**src/rtl/mode7_camera_ctrl.sv**
```systemverilog
// mode7_camera_ctrl: per-frame Mode 7 camera angle/scroll update from buttons, sequenced on vsync falling edge.
// Optional CAM_AUTO_ROTATE_EN: frames with no rotate button advance angle by 1.
module mode7_camera_ctrl #(
  parameter int ANGLE_MAX  = 360,
  parameter int ANGLE_STEP = 1,
  parameter int MOVE_STEP  = 1
) (
  input  logic        clk,
  input  logic        reset,
  input  logic        vsync,
  input  logic        btn_left,
  input  logic        btn_right,
  input  logic        btn_fwd,
  input  logic        btn_back,
  output logic [9:0]  angle,
  output logic [15:0] offsetx,
  output logic [15:0] offsety,
  output logic        frame_tick
);
  typedef enum logic [1:0] {IDLE, LATCH, ROTATE, MOVE} state_t;
  state_t state;
  logic [3:0] sync1, sync2, cmd;
  logic vsync_q, frame_evt, left, right, fwd, back;
  logic [9:0] angle_nxt;
  int a, up, dn, idle_rot, rot;
  assign frame_evt = vsync_q & ~vsync;
  assign {left, right, fwd, back} = cmd;
  always_comb begin
    a = 0;
    a[9:0] = angle;
    up = a + ANGLE_STEP >= ANGLE_MAX ? a + ANGLE_STEP - ANGLE_MAX : a + ANGLE_STEP;
    dn = a < ANGLE_STEP ? a + ANGLE_MAX - ANGLE_STEP : a - ANGLE_STEP;
`ifdef CAM_AUTO_ROTATE_EN
    idle_rot = a + 1 >= ANGLE_MAX ? 0 : a + 1;
`else
    idle_rot = a;
`endif
    rot = (left & ~right) ? up : (right & ~left) ? dn : (left | right) ? a : idle_rot;
  end
  always_ff @(posedge clk) begin
    if (reset) begin
      sync1      <= '0;
      sync2      <= '0;
      cmd        <= '0;
      vsync_q    <= 1'b1;
      state      <= IDLE;
      angle      <= '0;
      angle_nxt  <= '0;
      offsetx    <= '0;
      offsety    <= '0;
      frame_tick <= 1'b0;
    end else begin
      sync1      <= {btn_left, btn_right, btn_fwd, btn_back};
      sync2      <= sync1;
      vsync_q    <= vsync;
      frame_tick <= 1'b0;
      case (state)
        IDLE:   if (frame_evt) state <= LATCH;
        LATCH: begin
          cmd   <= sync2;
          state <= ROTATE;
        end
        ROTATE: begin
          angle_nxt <= 10'(rot);
          state     <= MOVE;
        end
        default: begin
          angle      <= angle_nxt;
          offsety    <= (fwd & ~back) ? offsety + 16'(MOVE_STEP) :
                        (back & ~fwd) ? offsety - 16'(MOVE_STEP) : offsety;
          frame_tick <= 1'b1;
          state      <= IDLE;
        end
      endcase
    end
  end
endmodule
```
**config.mk**
```make
export PLATFORM = sky130hd
export DESIGN_NAME = mode7_camera_ctrl
export DESIGN_NICKNAME = d
export VERILOG_FILES = /design/src/rtl/mode7_camera_ctrl.sv
export SDC_FILE = /design/constraint.sdc
export NUM_CORES = 1
export LEC_CHECK = 0
export ABC_CLOCK_PERIOD_IN_PS = 3600
export BUFFER_PORTS_ARGS = -buffer_cell sky130_fd_sc_hd__buf_2
export CAP_MARGIN = 15
export CORE_AREA = 10 10 72 135
export CTS_BUF_LIST = sky130_fd_sc_hd__clkbuf_16
export DETAILED_ROUTE_END_ITERATION = 6
export DIE_AREA = 0 0 82 145
export GPL_TIMING_DRIVEN = 0
export HOLD_SLACK_MARGIN = 0.12
export PLACE_DENSITY = 0.69
export SETUP_SLACK_MARGIN = 0.02
export SLEW_MARGIN = 10
export SYNTH_ARGS = -nofsm -noshare
export SYNTH_HDL_FRONTEND = slang
export SYNTH_SLANG_ARGS = --single-unit
```
**constraint.sdc**
```tcl
create_clock -name clk -period 3.6 [get_ports clk]
set_clock_uncertainty 0.15 [all_clocks]
set_input_delay 0.54 -clock clk [delete_from_list [all_inputs] [get_ports clk]]
set_output_delay 0.54 -clock clk [all_outputs]
set_load 0.02 [all_outputs]
```
* Word level (Yosys, flattened, before mapping) *
Index checks and enable logic that the tools add are counted.

word-level totals
  output and inout port bits = 43
  register bits after elaboration = 52
  input port bits = 7
  logic and storage cells = 45

operators by class
  bitwise gates (word level) = 11
  equal/unequal tests = 3
  $add $sub $neg = 7
  reductions and logical operators = 4
  muxes and demuxes = 9
  order comparisons = 2

operators with widths
  cell                                                          count
  two-way mux 10 bit                                            4
  two-way mux 16 bit                                            2
  subtractor 10 x 1 -> 10 bit (second input constant)           2
  adder 16 x 1 -> 16 bit (second input constant)                1
  subtractor 16 x 1 -> 16 bit (second input constant)           1
  adder 10 x 1 -> 11 bit (second input constant)                1
  >= comparator 11 x 9 -> 1 bit (second input constant)         1
  adder 10 x 9 -> 10 bit (second input constant)                1
  less-than comparator 10 x 1 -> 1 bit (second input constant)  1
  subtractor 10 x 9 -> 10 bit (second input constant)           1
  inverter 1 bit                                                6
  case mux 2 bit (3 select lines)                               1
  AND 1 bit                                                     5
  OR reduction 3 bit                                            1
  equality test 2 x 1 -> 1 bit (second input constant)          1
  equality test 2 bit (second input constant)                   1
  zero test 2 bit                                               1
  two-way mux 2 bit                                             1
  inequality test 2 bit (second input constant)                 1
  AND reduction 2 bit                                           1
  nonzero test 2 bit                                            1
  two-way mux 1 bit                                             1

* Logic depth before layout (Yosys ltp) *
Gate-level depths: netlist of run 1.

  depth in word-level cells = 5
  mapped depth = 14
  mapped depth without buffers = 13

* Worst setup path after synthesis of run 1 *
OpenSTA, ideal clock, no wires.

  path kind = reg-to-reg
  start = register cmd[0]
  end = register offsety[15]
  arrival = 2719 ps
  path buffers = 0
  library setup time = 128 ps
  path slack = 603 ps
  clock period less this slack = 2997 ps
  required time = 3322 ps
  stages on the path, launching flop included = 13
  cells stage by stage = dfxtp_1 inv_1 ha_1 inv_1 ha_1 and3_1 a221o_1 a22oi_1 a21oi_1 a41oi_1 a2bb2oi_1 xor2_1 nor2_1

on the way
  longest elaborated chain between the ends = 4
  elaborated cells between the ends (all ways) = 6
  classes of those cells = 1 x mux; 3 x bitwise; 2 x reduce/logical

ends and longest elaborated chain
  what                           line  source
  from (decl)                    22    logic [3:0] sync1, sync2, cmd;
  from (signal assigned)         60    cmd <= sync2;
  inverter 1 bit                 69    offsety <= (fwd & ~back) ? offsety + 16'(MOVE_STEP) :
  AND 1 bit                      69
  nonzero test 2 bit (no line)   -
  AND reduction 2 bit (no line)  -
  to (signal assigned)           69
  to (decl)                      17    output logic [15:0] offsety,

Several ways; a longest one is shown, not always the timed one.
A chain may end at the register's enable or synchronous reset.

* Worst setup path after layout of run 1 *
Ends and elaborated chain as after synthesis.

==> reports/qor.csv, run 1 <==
metric,value,unit
synth-seq-area-share,28.80,%
synth.top_cell.area_share,28.80,%
die_area,0.01189,mm^2
cp_data_arrival_time,3.30,ns
avgRoutedWirePerCell,15.91,um
timing.critical_path.buf_inv,2,
ctsRootBufferMaster,clkbuf_16,
holdWs,0.2905,ns
yosysWarnings,0,
cts_buffers,5,
pwr_density_cell,307.1,mW/mm^2
track_usage,16.08,%
required,3.61,ns
syn_inst,441,
async_reset_ff_share,0,%
dr_wl_met2,5.506,mm
setup_viol,0,
finalCritPeriodShare,91.33,%
placed_cells,582,
finalNetCount,531,
firstDrtPassIters,6,
critPathKind,reg2reg,
grt_max_degree,17,
ys_types,64,
ys.flop_type,dfxtp_1,
route.met3.wl,277,um
status,finished with violations,
yosysTopAreaCell,dfxtp_1,
slew_headroom,42.01,%
grt_pass1_wl,15.34,mm
place_area,0.003949,mm^2
n_antenna_cell,0,
fillerInstances,748,
mostFrequentLayoutCells,"dfxtp_1 (52), nor2_1 (46), nand2_1 (43)",
rsz0062_at_grt,false,
routed.top_layer,met4,
crit_fanout,5,
peakVddDrop,245.8,uV
initial_core_util,47.91,%
grt_pass1_vias,3272,
crit_chain,"inv_1, ha_2, clkinvlp_4, ha_1, and3_1, a221o_1, a22oi_1, a21oi_1, a41oi_1, a2bb2oi_1, xor2_1, nor2_1",
numClockSinks,52,
violations,design-rule violations,
design.core.area,0.007545,mm^2
leakagePower,1.781,nW
io_buffers,32,
route.detailed.drc,1,
start_kind,register,
max_freq,0.3041,GHz
postLayoutCellArea,0.004158,mm^2
die_h,145,um
synthesis.area,0.003615,mm^2
wirelength,9.466,mm
cts_tree,yes,
drtAntennaViolNets,0,
end_kind,register,
power,1.277,mW
row_count,45,
gp_congestion,0.9121,
synth.area.top_cells,"dfxtp_1 (29%), ha_1 (8.0%), mux2i_1 (6.4%)",
avgSynthCellArea,8.197,um^2
clockBufferDepth,2,
h-tree-depth,2,
finalNonFillerCells,595,
finalCriticalPeriod,3.288,ns
slowest_stage,a221o_1,
rrSetupSlack,0.31,ns
cp_slowest_stage_delay,0.41,ns
clkSlewWorstSetupHoldPaths,0.07,ns
synth_edf_count,0,
worstMarginPinSlew,0.8698,ns
die_width,82,um
drive_gt1_share,17.76,%
avgViaCountPerCell,5.533,
antenna_found_initial,0,
drv_cap,0,
synth_seq_cells,52,
first_iter_violations,178,
holdCritPathClass,reg2reg,
holdBufCountCts,0,
fin_tns_setup,0,ns
grt-ovfl-total,0,
path_delay_family,compound AO/OA/AOI/OAI gates,
drv_slew,0,
hpwl,7.449,mm
wl_met1,3.241,mm
hold_viol_final,0,
final_common_cell,dfxtp_1,
insertion_delay,0.30,ns
syn_to_final_growth,15.02,%
io_pins,50,
vias,3292,
[layout make-up]
type | count | area [um^2] | share of cell area (%)
Clock buffer | 5 | 125.1 | 3.009
Clock inverter | 3 | 42.54 | 1.023
Tap cell | 94 | 117.6 | 2.829
Timing Repair inverter | 1 | 5.005 | 0.1204
Sequential cell | 52 | 1041 | 25.04
Timing Repair Buffer | 36 | 190.2 | 4.574
Inverter | 15 | 60.06 | 1.444
Buffer | 42 | 256.5 | 6.169
Multi-Input combinational cell | 347 | 2320 | 55.79
[layer usage]
layer	global-route usage, %	vias up
li1	-	1630
met1	14.58	1548
met2	31.01	85
met3	2.163	29
met4	9.247	0
met5	0	-
[through the flow]
step | worst slack [ns] | utilization, %
after floorplan | 0.6033 | -
after global placement | 0.09898 | 52.34
after detailed placement | 0.06679 | 52.34
after CTS | 0.04303 | 54.56
after global routing | 0.04968 | 55.11
final | 0.3120 | 55.11
[cells in the mapped netlist, types with 4 or more instances]
| master | count |
|---|---|
| o21ai_0 | 14 |
| a31oi_1 | 6 |
| dfxtp_1 | 52 |
| nor2b_1 | 14 |
| or3_1 | 6 |
| buf_2 | 4 |
| nor3_1 | 11 |
| nand2b_1 | 5 |
| o21ai_1 | 5 |
| xnor2_1 | 15 |
| nor2_1 | 46 |
| buf_4 | 19 |
| buf_1 | 4 |
| ha_1 | 23 |
| mux2i_1 | 23 |
| xor2_1 | 7 |
| nand3b_1 | 4 |
| a21oi_1 | 32 |
| clkbuf_1 | 12 |
| nand3_1 | 14 |
| a21o_1 | 4 |
| inv_1 | 15 |
| nand2_1 | 43 |
[where the power goes]
group / switching, mW / internal, mW / total (mW) / leakage (nW)
combinational: 0.0827 / 0.0572 / 0.140 / 1.27
clock: 0.215 / 0.328 / 0.543 / 0.0856
sequential: 0.00685 / 0.587 / 0.594 / 0.421
[cell families (layout without fill, tap and decap cells)]
group	count (synthesis)	count (layout)	share of synthesized area, %
AND/OR/NAND/NOR	169	169	24.58
AO/OA/AOI/OAI	91	91	16.89
buffers and inverters	57	102	8.653
flip-flops	52	52	28.80
adder cells (fa/ha/maj)	24	24	8.515
multiplexers	24	24	6.680
XOR/XNOR	23	23	5.781
other	1	16	0.1037
[what timing repair did]
action                                 CTS  global route
setup endpoints to repair                0             3
buffers inserted                         0             4
endpoints found under the hold margin    0             0
gates resized for setup                  0             2
[final timing paths]
| kind | depth (start not counted) | start | endpoint |
|---|---|---|---|
| worst max-delay path | 12 | cmd[0] | offsety[15] |
| worst min-delay path | 1 | sync1[2] | sync2[2] |
| worst max register to register | 12 | cmd[0] | offsety[15] |
| worst min register to register | 1 | sync1[2] | sync2[2] |
[flip-flops by register name, indices dropped and copies added, names as in the netlist]
name	count
angle	10
angle_nxt	10
cmd	4
frame_tick	1
offsety	16
state	2
sync1	4
sync2	4
vsync_q	1
Power figures use the tool's default switching activity.
==> run 2, diff against run 1 <==
--- a/config.mk
+++ b/config.mk
@@ -6,16 +6,17 @@
 export NUM_CORES = 1
 export LEC_CHECK = 0
 export ABC_CLOCK_PERIOD_IN_PS = 3600
-export BUFFER_PORTS_ARGS = -buffer_cell sky130_fd_sc_hd__buf_2
 export CAP_MARGIN = 15
 export CORE_AREA = 10 10 72 135
 export CTS_BUF_LIST = sky130_fd_sc_hd__clkbuf_16
 export DETAILED_ROUTE_END_ITERATION = 6
 export DIE_AREA = 0 0 82 145
+export DONT_BUFFER_PORTS = 1
 export GPL_TIMING_DRIVEN = 0
 export HOLD_SLACK_MARGIN = 0.12
-export PLACE_DENSITY = 0.69
+export PLACE_DENSITY = 0.64
 export SETUP_SLACK_MARGIN = 0.02
+export SKIP_CTS_REPAIR_TIMING = 1
 export SLEW_MARGIN = 10
 export SYNTH_ARGS = -nofsm -noshare
 export SYNTH_HDL_FRONTEND = slang
==> reports/qor.csv, run 2 (synthesized netlist as in run 1, its figures left out) <==
metric,value,unit
slew_headroom,42.51,%
track_usage,15.81,%
fillerInstances,759,
first_iter_violations,181,
cts_tree,yes,
crit_fanout,15,
grt_pass1_wl,15.06,mm
h-tree-depth,2,
numClockSinks,52,
hpwl,7.322,mm
insertion_delay,0.29,ns
holdCritPathClass,in2reg,
syn_to_final_growth,9.796,%
io_pins,50,
start_kind,register,
cp_data_arrival_time,3.36,ns
critPathKind,reg2reg,
finalCriticalPeriod,3.348,ns
fin_tns_setup,0,ns
grt_max_degree,17,
route.detailed.drc,0,
rrSetupSlack,0.25,ns
die_h,145,um
design.core.area,0.007545,mm^2
finalCritPeriodShare,93.01,%
fin_ws,0.2518,ns
ctsRootBufferMaster,clkbuf_16,
power,1.200,mW
holdWs,0.2002,ns
worstMarginPinSlew,0.8624,ns
cts_buffers,5,
reg_top3,"offsety x16, angle x10, angle_nxt x10",
peakVddDrop,278.4,uV
drv_cap,0,
place_area,0.003789,mm^2
rsz0062_at_grt,false,
leakagePower,1.593,nW
status,completed,
multi_input_area,0.002320,mm^2
avgRoutedWirePerCell,16.54,um
clkSlewWorstSetupHoldPaths,0.07,ns
gp_congestion,0.9605,
vias,3078,
die_area,0.01189,mm^2
initial_core_util,47.91,%
die_width,82,um
final_common_cell,dfxtp_1,
n_antenna_cell,0,
finalNonFillerCells,560,
drive_gt1_share,11.80,%
end_kind,register,
postLayoutCellArea,0.003969,mm^2
required,3.61,ns
finalNetCount,496,
avgViaCountPerCell,5.496,
regArea,0.001042,mm^2
largest_reg_flops,16,
fin_util,52.60,%
setup_viol,0,
mostFrequentLayoutCells,"dfxtp_1 (51), nor2_1 (46), nand2_1 (43)",
regMostFlops,offsety,
grt-ovfl-total,0,
pre_cts_ws,0.09431,ns
wirelength,9.265,mm
clockBufferDepth,2,
grt_pass1_vias,3112,
max_freq,0.2987,GHz
io_buffers,0,
hold_viol_final,0,
firstDrtPassIters,4,
drv_slew,0,
row_count,45,
placed_cells,550,
drtAntennaViolNets,0,
antenna_found_initial,0,
pwr_density_cell,302.4,mW/mm^2
## run 2: cell types whose count changed in the layout (fill, tap and decap cells not counted), sizes merged
| cell | previous run | this run |
|---|---|---|
| inv | 16 | 15 |
| bufinv | 1 | 0 |
| buf | 66 | 32 |
| clkinv | 0 | 1 |
## run 2: cell type report
type | instances | share of cell area, %
inverter | 15 | 1.513
tap | 94 | 2.963
clock inverter | 3 | 0.5044
timing repair buffer | 2 | 0.6936
sequential | 52 | 26.26
multi-input combinational | 347 | 58.45
buffer | 42 | 6.463
clock buffer | 5 | 3.153
## run 2: critical path: stages (launching register included)
cell	delay (ns)
dfxtp_1	0.31
inv_1	0.06
ha_1	0.28
clkinvlp_4	0.16
buf_12	0.17
ha_1	0.34
and3_1	0.23
a221o_1	0.41
a22oi_1	0.25
a21oi_1	0.15
a41oi_1	0.25
a2bb2oi_1	0.24
xor2_1	0.17
nor2_1	0.05
## run 2: routing by layer
metal / track usage, % / vias to the layer above / share of wire [%]
met4: 7.363 / 0 / 3.0
li1: - / 1555 / -
met3: 3.090 / 23 / 4.6
met1: 14.88 / 1438 / 34
met5: 0 / - / 0
met2: 30.07 / 62 / 59
## run 2: final timing paths
check | startpoint | endpoint | cells past startpoint
min reg2reg | sync1[1] | sync2[1] | 1
min | vsync | vsync_q | 1
max reg2reg | cmd[0] | offsety[15] | 13
max | cmd[0] | offsety[15] | 13
## run 2: power breakdown
part	switching (mW)	internal, mW
Sequential	0.00805	0.587
Combinational	0.0802	0.0546
Clock	0.213	0.257
Total	0.302	0.898
